File: src/rtl/point_encode_tx.sv
// point_encode_tx: RFC 8032 point compression of an affine (x, y) result, streamed as 32 bytes LSB-first.
// Latency: out_valid rises 2 cycles after the accept edge; 34 cycles accept-to-accept with out_ready high.
// Backpressure: out_ready low holds the current byte; in_ready stays low until the last byte is taken.
// Optional self-check against an expected encoding is compiled in with `define CHECK_EN.

`ifndef P25519
`define P25519 ({255{1'b1}} - 255'd18)
`endif

module point_encode_tx #(
    parameter int             N = 255,
    parameter logic [N-1:0]   P = `P25519
) (
    input  logic              clk,
    input  logic              rstn,
    input  logic [N-1:0]      in_x,
    input  logic [N-1:0]      in_y,
    input  logic              in_valid,
    output logic              in_ready,
    output logic [7:0]        out_data,
    output logic              out_valid,
    input  logic              out_ready,
    output logic              out_last,
    output logic              busy
`ifdef CHECK_EN
    ,
    input  logic [N:0]        exp_enc,
    output logic [7:0]        match_count,
    output logic              mismatch
`endif
);

    // Encoding is y with the x sign bit on top: N+1 bits, a whole number of bytes.
    localparam int ENC_W  = N + 1;
    localparam int NBYTES = ENC_W / 8;
    localparam int IDX_W  = $clog2(NBYTES);
    localparam logic [IDX_W-1:0] LAST_IDX = IDX_W'(NBYTES - 1);

    typedef enum logic [1:0] {
        ST_IDLE   = 2'd0,
        ST_REDUCE = 2'd1,
        ST_SEND   = 2'd2
    } state_t;

    state_t             state;
    logic [N-1:0]       x_q;
    logic [N-1:0]       y_q;
    logic [ENC_W-1:0]   enc_q;
    logic [IDX_W-1:0]   idx;

    logic               y_ge_p;
    logic               x_ge_p;
    logic [N-1:0]       y_red;
    logic               x_par;
    logic [ENC_W-1:0]   enc_nxt;
    logic [IDX_W-1:0]   idx_nxt;
    logic               xfer;

    // Single conditional subtract brings each coordinate into [0, P); only the parity of x survives.
    always_comb begin
        y_ge_p  = (y_q >= P);
        x_ge_p  = (x_q >= P);
        y_red   = y_ge_p ? (y_q - P) : y_q;
        // Subtracting P never borrows into bit 0, so reduced parity is x[0] flipped by P[0] when reducing.
        x_par   = x_q[0] ^ (x_ge_p & P[0]);
        enc_nxt = {x_par, y_red};
        idx_nxt = idx + IDX_W'(1);
        xfer    = out_valid & out_ready;
    end

    // Accept, reduce, then stream the captured encoding one byte per handshake.
    always_ff @(posedge clk) begin
        if (!rstn) begin
            state     <= ST_IDLE;
            x_q       <= '0;
            y_q       <= '0;
            enc_q     <= '0;
            idx       <= '0;
            in_ready  <= 1'b0;
            out_valid <= 1'b0;
            out_last  <= 1'b0;
            out_data  <= 8'h00;
            busy      <= 1'b0;
        end else begin
            case (state)
                ST_IDLE: begin
                    if (in_valid && in_ready) begin
                        x_q      <= in_x;
                        y_q      <= in_y;
                        in_ready <= 1'b0;
                        busy     <= 1'b1;
                        state    <= ST_REDUCE;
                    end else begin
                        in_ready <= 1'b1;
                    end
                end
                ST_REDUCE: begin
                    enc_q     <= enc_nxt;
                    idx       <= '0;
                    out_data  <= enc_nxt[7:0];
                    out_last  <= (LAST_IDX == '0);
                    out_valid <= 1'b1;
                    state     <= ST_SEND;
                end
                ST_SEND: begin
                    if (xfer) begin
                        if (idx == LAST_IDX) begin
                            // Reopening in_ready here keeps accept-to-accept at the minimum.
                            out_valid <= 1'b0;
                            out_last  <= 1'b0;
                            busy      <= 1'b0;
                            idx       <= '0;
                            in_ready  <= 1'b1;
                            state     <= ST_IDLE;
                        end else begin
                            idx      <= idx_nxt;
                            out_data <= enc_q[{idx_nxt, 3'b000} +: 8];
                            out_last <= (idx_nxt == LAST_IDX);
                        end
                    end
                end
                default: begin
                    state     <= ST_IDLE;
                    in_ready  <= 1'b0;
                    out_valid <= 1'b0;
                    out_last  <= 1'b0;
                    busy      <= 1'b0;
                end
            endcase
        end
    end

`ifdef CHECK_EN
    // Compare each fresh encoding with the expected value while it is being formed.
    always_ff @(posedge clk) begin
        if (!rstn) begin
            match_count <= 8'd0;
            mismatch    <= 1'b0;
        end else if (state == ST_REDUCE) begin
            if (enc_nxt == exp_enc) begin
                if (match_count != 8'hFF) begin
                    match_count <= match_count + 8'd1;
                end
            end else begin
                mismatch <= 1'b1;
            end
        end
    end
`endif

endmodule

File: config.mk
export PLATFORM = sky130hd
export DESIGN_NAME = point_encode_tx
export DESIGN_NICKNAME = d
export VERILOG_FILES = /design/src/rtl/point_encode_tx.sv
export SDC_FILE = /design/constraint.sdc
export NUM_CORES = 2
export LEC_CHECK = 0
export ABC_AREA = 1
export BUFFER_PORTS_ARGS = -buffer_cell sky130_fd_sc_hd__buf_2
export CAP_MARGIN = 10
export CORE_UTILIZATION = 35
export CTS_CLUSTER_DIAMETER = 120
export DETAILED_ROUTE_END_ITERATION = 16
export GPL_TIMING_DRIVEN = 0
export SKIP_CTS_REPAIR_TIMING = 1
export SLEW_MARGIN = 10
export SYNTH_ARGS = -nofsm -noshare
export SYNTH_HDL_FRONTEND = slang
export SYNTH_SLANG_ARGS = --single-unit
File: constraint.sdc
create_clock -name clk -period 2.4 [get_ports clk]
set_input_delay 0.12 -clock clk [delete_from_list [all_inputs] [get_ports clk]]
set_output_delay 0.12 -clock clk [all_outputs]
set_load 0.01 [all_outputs]
==> run metrics <==
starting density of the core=0.353; placed instance area=slightly above 40000 um^2; power density cells=about 830 nW/um^2; Port Buffer Count=between 500 and 600; CTS Root Cell=clkbuf_16; Layout area overhead=43.8%; clk buf depth=3; EDFF count, synth=0; Total GRT Usage=0.325; total CTS buffers=a little over 90; worst endpoint data arrival time=about 3.2 ns; ys flop type=dfxtp_1; LEAKAGE=22.1 nW; via count=approximately 44000; max_slew headroom=0.0974; clock group share of total power=0.349; TritonRoute pass-1 iters=6; syn nets=6220; Non-Filler Cell Area, Final=roughly 53000 um^2; initial DRC count=between 3000 and 4000; Chip Height=approximately 330 um; average wire per cell in the routed design=22.7 um; most frequent CP cell=buf_6; H-Tree Depth=3; chip width=roughly 330 um; Clock Pin Slew Worst Setup and Hold Paths=~0.060 ns; CP Cell Sequence=buf_6 -> inv_4 -> buf_6 -> buf_12 -> clkbuf_1 -> o21ai_0 -> o221ai_1 -> nand3_2 -> nand2_1 -> a21oi_2 -> a21oi_1; crit path kind=reg -> reg; drt total wl=between 150000 and 200000 um; Core Rows=roughly 120; die area=between 100000 and 150000 um^2; Total Power=approximately 44 mW; violated checks=setup timing; worst-margin pin slew=about 1.4 ns; smallest setup slack after layout=-0.197 ns; sw frac=0.347; largest net degree at the start of global routing=15; Hold Vio Cnt, Final=0; share of cells above drive strength 1=0.209; worst path required time=between 3 and 4 ns; final worst-path cycle share=1.08; RSZ-0062 raised after global routing=true; outcome=finished, violations left; Core ar.=~110000 um^2; CTS tree=yes; vias in the first global route=between 30000 and 40000; sequential share of power=0.432; min-delay worst type=in -> reg; sequential area share after synthesis=0.423; clk_skew=between 0.04 and 0.05 ns; max_cap viols=0; Worst VDD drop=0.687 mV; Fmax=between 300 and 400 MHz; fin. max-slew vios=0; Combinational Power Share=0.219; CP max stage cell=clkbuf_1; first-pass GRT wire length=roughly 250000 um; CP max stage delay=0.72 ns; Yosys reg bits=785; vias per inst=5.27; sw power=between 15 and 20 mW; Pint=approximately 29 mW; grt ovf=0; clk sinks=785; CP Launch Type=register; setup TNS=-2.68 ns; initial antenna violation count=15; fin nets=7430; dpl hpwl=144000 um; Syn. warnings=0; CP Max Fanout=10; ANT nets after route=0; Finish-stage setup viols=49; Worst-Skew Late Latency=0.73 ns; GP Congestion=1.06; Crit. End Element=register; hold slack=between 0.15 and 0.2 ns; Remaining DRCs=0; Syn Std Cell Area=roughly 37000 um^2; io pins=roughly 530; ys async rst share=0; mean area per synthesized cell=roughly 6.5 um^2; min cycle time layout=2.60 ns; Cell variety after synth=36; cell count after synthesis=5701
-- registers in the layout (all words and copies together) (netlist names), 2 cells and up --
register	flops
y_q	255
state	2
idx	5
enc_q	256
x_q	255
out_data	8
-- synthesized netlist by cell type, types with 3 or more instances --
cell      instances  area share
nand3b_1          9      0.0018
dfxtp_1         785        0.42
xor2_1           22      0.0052
nand2_1        1042        0.11
nor2_1         1563        0.16
o211ai_1         44      0.0089
xnor2_1          39      0.0092
nor2_2           20      0.0034
inv_1           285       0.029
nand4_1         148       0.025
buf_1             9     0.00091
nor2_4            9      0.0027
buf_2            27      0.0036
ha_1              5      0.0017
inv_2            13      0.0013
o21ai_1           3     0.00040
nand3_1         217       0.029
o21ai_0         803        0.11
a21oi_1         286       0.039
clkbuf_1        300       0.030
buf_6             3     0.00091
o221ai_1         23      0.0054
nand2_2          13      0.0022
nor3_1           14      0.0019
-- worst max-delay path, delay by kind of cell (launching register included) --
family / cells / cell delay, ns
buf+inv: 5 / 1.15
simple gates: 2 / 0.35
flops: 1 / 0.32
compound gates: 4 / 0.68
-- metal layers --
layer	routed length, um	up-vias	GRT usage
li1	-	20946	-
met3	17200	495	0.0840
met2	84700	2012	0.519
met4	11500	10	0.152
met5	68	-	0
met1	76700	20763	0.408
-- layout by cell type, fill, tap and decap left out, types with 20 or more instances in the layout --
cell type	netlist	layout
nand2_1	1042	891
a21oi_1	286	267
buf_12	0	21
o211ai_1	44	44
nand3_2	0	30
clkbuf_16	0	98
buf_2	27	541
xor2_1	22	20
xnor2_1	39	38
nand2_2	13	130
dfxtp_1	785	614
nand3_1	217	182
nand2_4	2	31
inv_1	285	275
o21ai_0	803	791
nor2_4	9	85
nor2_2	20	69
dfxtp_2	0	130
dfxtp_4	0	41
buf_6	3	20
clkbuf_2	0	42
dlygate4sd3_1	0	512
buf_4	2	70
o221ai_1	23	22
nor2_1	1563	1438
clkbuf_1	300	241
nand4_1	148	148
-- final cells by class --
class / instances / area (um^2)
fill: 10449 / 51900
clock buffer: 116 / 2500
tap: 1391 / 1740
antenna: 10 / 25.0
timing repair buffer: 1119 / 8600
clock inverter: 50 / 817
buffer: 340 / 1810
multi-input combinational: 4274 / 20700
sequential: 785 / 16000
inverter: 300 / 1150
-- path summary, 6_finish.rpt --
check	start	endpoint	slack [ns]	cells past startpoint
worst max-delay path	idx[0]	out_data[1]	-0.20	11
worst min-delay path	in_y[198]	y_q[198]	0.15	4
worst max register to register	idx[0]	out_data[1]	-0.20	11
worst min register to register	x_q[4]	x_q[4]	0.47	2
-- power groups by stage --
stage	Sequential [mW]	Combinational, mW	Clock, mW
2_1_floorplan	17.5	5.46	0
4_1_cts	18.6	8.34	15.5
3_3_place_gp	18.8	8.17	0
3_5_place_dp	18.8	8.27	0
5_1_grt	19.2	10.7	16.1
6_report	19.0	9.66	15.4
-- through the flow --
step | setup WS, ns | instances | utilization
after floorplan | 0.0357 | 5701 | -
after global placement | -1.76 | 7617 | 0.394
after detailed placement | -1.77 | 7617 | 0.394
after CTS | -1.79 | 7783 | 0.426
after global routing | -0.227 | 8383 | 0.507
final | -0.197 | 8385 | 0.507
-- logic make-up (layout without fill, tap and decap cells) --
logic type | count (synthesis) | in the layout | synth area share
buffers and inverters | 642 | 1925 | 0.0669
flip-flops | 785 | 785 | 0.423
AO/OA/AOI/OAI | 1163 | 1163 | 0.162
XOR/XNOR | 61 | 61 | 0.0144
AND/OR/NAND/NOR | 3045 | 3045 | 0.332
other | 0 | 10 | 0
adder cells (fa/ha/maj) | 5 | 5 | 0.00168
Note: power is estimated with default switching activity, not from simulation.
